**config.mk**
```make
export PLATFORM = sky130hd
export DESIGN_NAME = wb_regfile
export DESIGN_NICKNAME = d
export VERILOG_FILES = /design/src/rtl/wb_regfile_pkg.sv /design/src/rtl/regfile_core.sv /design/src/rtl/wb_regfile.sv
export SDC_FILE = /design/constraint.sdc
export NUM_CORES = 2
export LEC_CHECK = 0
export CORE_MARGIN = 8
export CORE_UTILIZATION = 48
export DETAILED_ROUTE_END_ITERATION = 7
export GPL_ROUTABILITY_DRIVEN = 0
export GPL_TIMING_DRIVEN = 1
export PLACE_DENSITY_LB_ADDON = 0.15
export SLEW_MARGIN = 20
export SYNTH_ARGS = -nofsm -noshare
export SYNTH_HDL_FRONTEND = slang
export SYNTH_SLANG_ARGS = --single-unit
```
**constraint.sdc**
```tcl
create_clock -name clk -period 2.5 [get_ports clk]
set_input_delay 0.5 -clock clk [delete_from_list [all_inputs] [get_ports clk]]
set_output_delay 0.5 -clock clk [all_outputs]
set_load 0.02 [all_outputs]
```
**src/rtl/wb_regfile_pkg.sv**
```systemverilog
// Shared pipeline definitions for the write-back stage and the MEM/WB register.
// Widths, the hardwired-zero register index and the 2-bit WB control field.
package wb_regfile_pkg;

    localparam int DATA_W   = 32;
    localparam int ADDR_W   = 5;
    localparam int REG_ZERO = 0;

    // WB control field as carried in MEM/WB: bit1 = reg_write, bit0 = mem_to_reg.
    typedef struct packed {
        logic reg_write;
        logic mem_to_reg;
    } wb_ctrl_t;

endpackage : wb_regfile_pkg

```
**src/rtl/regfile_core.sv**
```systemverilog
// Architectural register storage: async-reset clear, one write port and two
// combinational read ports. Index REG_ZERO is never written and always reads 0.
module regfile_core
    import wb_regfile_pkg::*;
#(
    parameter int DATA_W = 32,
    parameter int ADDR_W = 5
) (
    input  logic              clk,
    input  logic              rst_n,
    input  logic              we,
    input  logic [ADDR_W-1:0] waddr,
    input  logic [DATA_W-1:0] wdata,
    input  logic [ADDR_W-1:0] ra_addr,
    input  logic [ADDR_W-1:0] rb_addr,
    output logic [DATA_W-1:0] ra_data,
    output logic [DATA_W-1:0] rb_data
);

    localparam int NUM_REGS = 2 ** ADDR_W;
    localparam logic [ADDR_W-1:0] ZERO_IDX = ADDR_W'(REG_ZERO);

    logic [DATA_W-1:0] regs_q [NUM_REGS];
    logic [DATA_W-1:0] regs_d [NUM_REGS];

    always_comb begin
        // NOTE: start from the held value so every path assigns regs_d; no latch.
        regs_d = regs_q;
        if (we && (waddr != ZERO_IDX)) begin
            regs_d[waddr] = wdata;
        end
    end

    // NOTE: the array is cleared by reset because software may read any register
    // before writing it; the clear is asynchronous like every other flop here.
    always_ff @(posedge clk or negedge rst_n) begin
        if (!rst_n) begin
            for (int i = 0; i < NUM_REGS; i++) begin
                regs_q[i] <= '0;
            end
        end else begin
            // NOTE: non-blocking so all flops update from pre-edge values.
            regs_q <= regs_d;
        end
    end

    assign ra_data = (ra_addr == ZERO_IDX) ? '0 : regs_q[ra_addr];
    assign rb_data = (rb_addr == ZERO_IDX) ? '0 : regs_q[rb_addr];

endmodule : regfile_core

```
**src/rtl/wb_regfile.sv**
```systemverilog
// Write-back stage: result mux, register file commit, optional write-through
// bypass (WB_REGFILE_BYPASS_EN) and a 32-bit committed-write counter.
module wb_regfile
    import wb_regfile_pkg::*;
#(
    parameter int DATA_W = 32,
    parameter int ADDR_W = 5
) (
    input  logic              clk,
    input  logic              rst_n,
    input  logic              wb_reg_write,
    input  logic              wb_mem_to_reg,
    input  logic [DATA_W-1:0] wb_mem_data,
    input  logic [DATA_W-1:0] wb_alu_result,
    input  logic [ADDR_W-1:0] wb_rd,
    input  logic [ADDR_W-1:0] rs_addr,
    input  logic [ADDR_W-1:0] rt_addr,
    output logic [DATA_W-1:0] rs_data,
    output logic [DATA_W-1:0] rt_data,
    output logic [DATA_W-1:0] wb_data,
    output logic [31:0]       wb_count
);

    wb_ctrl_t          ctrl;
    logic              commit;
    logic [DATA_W-1:0] rs_core;
    logic [DATA_W-1:0] rt_core;
    logic [31:0]       wb_count_q;
    logic [31:0]       wb_count_d;

    assign ctrl    = '{reg_write: wb_reg_write, mem_to_reg: wb_mem_to_reg};
    assign wb_data = ctrl.mem_to_reg ? wb_mem_data : wb_alu_result;
    assign commit  = ctrl.reg_write && (wb_rd != ADDR_W'(REG_ZERO));

    regfile_core #(
        .DATA_W (DATA_W),
        .ADDR_W (ADDR_W)
    ) u_core (
        .clk     (clk),
        .rst_n   (rst_n),
        .we      (commit),
        .waddr   (wb_rd),
        .wdata   (wb_data),
        .ra_addr (rs_addr),
        .rb_addr (rt_addr),
        .ra_data (rs_core),
        .rb_data (rt_core)
    );

`ifdef WB_REGFILE_BYPASS_EN
    // commit already excludes the zero register, so r0 is never bypassed.
    assign rs_data = (commit && (rs_addr == wb_rd)) ? wb_data : rs_core;
    assign rt_data = (commit && (rt_addr == wb_rd)) ? wb_data : rt_core;
`else
    assign rs_data = rs_core;
    assign rt_data = rt_core;
`endif

    // Wraps naturally at 2^32.
    always_comb begin
        wb_count_d = wb_count_q + 32'(commit);
    end

    always_ff @(posedge clk or negedge rst_n) begin
        if (!rst_n) begin
            wb_count_q <= '0;
        end else begin
            wb_count_q <= wb_count_d;
        end
    end

    assign wb_count = wb_count_q;

endmodule : wb_regfile

```
Word-level counts from Yosys, hierarchy flattened. Cells that the tools add are included.

Add/subtract/negate cells: 1. Magnitude comparators: 4. Mux-type cells: 12. Bitwise operators: 3. Reduce and logical (&&, ||, !) cells: 6.

Operators with widths (count): $bwmux 1024 (1); $bmux 32 s5 (2); $mux 32 (8); $demux 32 s5 (1); $add 32x1->32 (1); $ge 6x6->1 const B (3); $not 5->6 (3); $logic_not 5->1 (2); $lt 6x1->1 const B (1); $reduce_bool 5->1 (1); $logic_and 1x1->1 (3).

Register bits after elaboration: 1056. Input port bits: 83.

Logic depth before layout (Yosys ltp).
Depth in word-level cells: 6. Depth in mapped cells: 10. Mapped depth without buffers: 8.

Cells and area by module. Synthesis repeated with hierarchy kept, for this count alone.

Cells, all modules: 3677. Area total of the unflattened synthesis: 55877.3 um2.

Modules (own cells, without submodules): regfile_core (instances 1, cells an instance 3514, area an instance 54019.3 um2); wb_regfile (instances 1, cells an instance 163, area an instance 1858.0 um2).

Worst setup path after synthesis. OpenSTA, ideal clock, no wires.

Path type: input port to output port. Start point: input rt_addr[0]. End point: output rt_data[29]. Arrival time: 2095 ps. Required time: 2000 ps. Slack: -95 ps. Cell stages on the path: 7. Cell sequence: buf_4 -> buf_8 -> and2b_4 -> buf_6 -> a221oi_1 -> o21ai_0 -> a311oi_1.

Longest elaborated chain between the ends: 5. Elaborated cells on any way between the ends: 6. Those cells by class: mux: 4; bitwise: 1; reduce/logical: 1.

Ends and longest elaborated chain: from (decl) (RTL line wb_regfile.sv:17) `input logic [ADDR_W-1:0] rt_addr,`; $not 5->6 (not written as such) (RTL line regfile_core.sv:48) `assign rb_data = (rb_addr == ZERO_IDX) ? '0 : regs_q[rb_addr];`; $bmux 32 s5 (RTL line regfile_core.sv:48); $mux 32 (not written as such) (2 in a row) (RTL line regfile_core.sv:48); $mux 32 (*) (RTL line regfile_core.sv:48); to (decl) (RTL line wb_regfile.sv:19) `output logic [DATA_W-1:0] rt_data,`.

Every way passes the cells marked *; elsewhere a longest branch is shown, timed or not. The select of a mux whose other input is x is not followed.

Worst setup path in the final report.
Start point: register u_core.regs_q[301] (netlist name). End point: output rt_data[13].

Longest elaborated chain between the ends: 4.

Ends and longest elaborated chain: from (decl) (RTL line regfile_core.sv:23) `logic [DATA_W-1:0] regs_q [NUM_REGS];`; from (signal assigned) (RTL line regfile_core.sv:43) `regs_q <= regs_d;`; $bmux 32 s5 (RTL line regfile_core.sv:48); $mux 32 (not written as such) (2 in a row) (RTL line regfile_core.sv:48); $mux 32 (RTL line regfile_core.sv:48).

Every way passes these cells. The select of a mux whose other input is x is not followed.

==> impl_metrics.ini <==
[outcome]
status = finished with violations
violations = negative setup slack

[critical_path]
cp_slowest_cell = mux4_2
max_stage_delay_ns = 0.47
crit_chain = buf_4 > mux4_2 > a22oi_2 > a311oi_4 > buf_6
worstPathMaxFanout = 2
worst_ep_arrival_time_ns = 2.50
path_class = flip-flop to output pin
required_ns = 2.00
reg2reg_slack_ns = 0.61
startpoint_type = flip-flop
critPathCaptureType = output pin

[synthesis]
synthFlopType = dfrtp_1
synth_area_leaders = dfrtp_1, mux4_2, o21ai_0
async_reset_ff_frac = 1.00
post_synth_num_cell_types = 52
synth_area_leader_cell = dfrtp_1
syn_nets = 4985
avgSynthCellArea_um2 = 11.2
netlist_area_um2 = 54700
ys_seq_area_frac = 0.483
yosysTopAreaCellShare = 0.483
yosysWarningCount = 0
synth-edff-count = 0
post_synth_inst_count = 4899
synth_seq_cells = 1056

[floorplanning]
rows = 124
design.die.area_um2 = 125000
core-area_um2 = 114000
die_h_um = 353
initial_core_util = 0.481
die_w_um = 353
io_pins = 211

[finish]
final_core_util = 0.624
layout.nets = 5511
drive_above_1_share = 0.342
area_delta_synth_final_pct = 29.9
fin_cells = 7033

[route]
routed_via_density = 6.35
ant_nets = 0
dr.pass1.iters = 5
num_vias = 44631
drt_drc_violations_left = 0
wl_per_cell_um = 29.3
drt_wl_total_um = 206000
drtIter0Drc = 4856

[clock_network]
cts_root_buf = clkbuf_16
cts_tree = built
htree_levels = 3
clkTransAtPathRegs_ns = 0.06
clock_latency_ns = 0.73
numCtsBuffers = 116
clock_sinks = 1056
clock_tree.buffer_depth = 3

[sta]
slew_headroom = 0.469
fmax_mhz = 334
fin_crit_sh = 1.20
drv_slew = 0
setup_slack_ns = -0.496
worst_slew_pin_slew_ns = 0.796
setup_violations = 64
finClkSkew_ns = 0.00369
fin_tns_setup_ns = -22.08
rsz0062_at_grt = yes
hold_viol_final = 0
finalCriticalPeriod_ns = 3.00

[power]
irDropWorstVdd_v = 0.000581
pwr_density_cell_nw_per_um2 = 782
power_uw = 55500
p_leak_uw = 0.0307

[global_routing]
grt_pass1_vias = 44478
grt_max_degree = 91
antenna_found_initial = 4
overflow = 0
grtUsageTotal = 0.322
grt_first_pass_wirelength_um = 302000

[placed_design]
io_buffers = 210
dp.cells = 6686
post-place-ws_ns = -0.892
dp_hpwl_um = 133000

[flow_run]
maxCapViolCount = 0

[hold_path]
hp-class = primary input to async pin
[area by class of cell]
type                            count  area (um^2)
Antenna cell                        2         5.00
Fill cell                        8920        42700
Multi-Input combinational cell   3273        27900
Clock inverter                     46          624
Inverter                           35          136
Timing Repair Buffer              943        10600
Clock buffer                      166         3430
Tap cell                         1512         1890
Sequential cell                  1056        26400
[repair_timing]
action,in CTS,in global routing
endpoints found under the setup margin,76,76
setup buffers,76,48
hold endpoints to repair,24,0
gates cloned,18,2
pin swaps,88,67
hold buffers,1,0
gates resized for setup,511,134
[metrics by stage]
| step | instance area, um^2 | hold slack (ns) |
|---|---|---|
| global placement | 63100 | 0.379 |
| finish | 71000 | 0.295 |
| global route | 71000 | 0.297 |
| floorplan | 55100 | 0.204 |
| detailed placement | 63100 | 0.382 |
| CTS | 70100 | 0.271 |
[worst max-delay path, delay by kind of cell, from the launching register on]
kind | cells | cell delay, ns
AOI/OAI and AO/OA | 2 | 0.53
muxes | 1 | 0.47
DFF | 1 | 0.40
buffers and inverters | 2 | 0.36
[state kept, by name, summed over array words and instances (netlist names)]
register and flops:
wb_count 32, u_core.regs_q 1024
[routing by layer]
layer | part of all wire | global-route usage
met1 | 0.41 | 0.459
met2 | 0.44 | 0.482
met5 | 0.000063 | 0
met4 | 0.041 | 0.113
met3 | 0.11 | 0.0829
[synth_stat cells, drive strengths merged (8+ instances only)]
master	number
nand2	660
a311oi	64
a221oi	46
a22oi	64
inv	35
nand3b	8
nand4	10
o21ai	719
nand3	18
o2111ai	18
dfrtp	1056
a21oi	384
xnor2	25
nor2b	67
mux2	64
mux2i	160
buf	226
a211oi	64
nor2	407
clkbuf	309
nand2b	9
mux4	448
[cells in the final DEF (no fill, tap or decap), types with 50 or more instances in the layout]
cell type and count:
a211oi_2 54, a21oi_1 384, buf_12 164, buf_4 526, buf_6 67, clkbuf_16 119, clkdlybuf4s50_1 109, dfrtp_1 1056
mux2i_1 127, mux4_2 448, nand2_1 657, nor2_1 392, nor2b_1 50, o21ai_0 542, o21ai_1 97, o21ai_2 67
[worst paths after layout]
kind,from,to,cells past startpoint
setup / recovery,u_core.regs_q[301],rt_data[13],5
hold / removal,rst_n,u_core.regs_q[983],2
setup reg to reg,wb_count[4],wb_count[26],4
hold reg to reg,u_core.regs_q[1002],u_core.regs_q[1002],0
max in group asynchronous,rst_n,u_core.regs_q[38],4
min in group clk,u_core.regs_q[1002],u_core.regs_q[1002],0
[where the power goes]
group	total, uW	switching (uW)	internal (uW)
registers	23400	2800	20600
logic	14000	6530	7420
clock network	18200	7430	10800
total	55500	16800	38800
[cell families (layout without fill, tap and decap cells)]
family	Yosys count	count (layout)	synth area share
simple gates	1209	1209	0.0909
fa+ha+maj	3	3	0.000687
flops	1056	1056	0.483
mux	672	672	0.227
compound gates	1360	1360	0.140
buf+inv	570	1190	0.0535
xor+xnor	29	29	0.00465
other cells	0	2	0
Power figures use the tool's default switching activity.
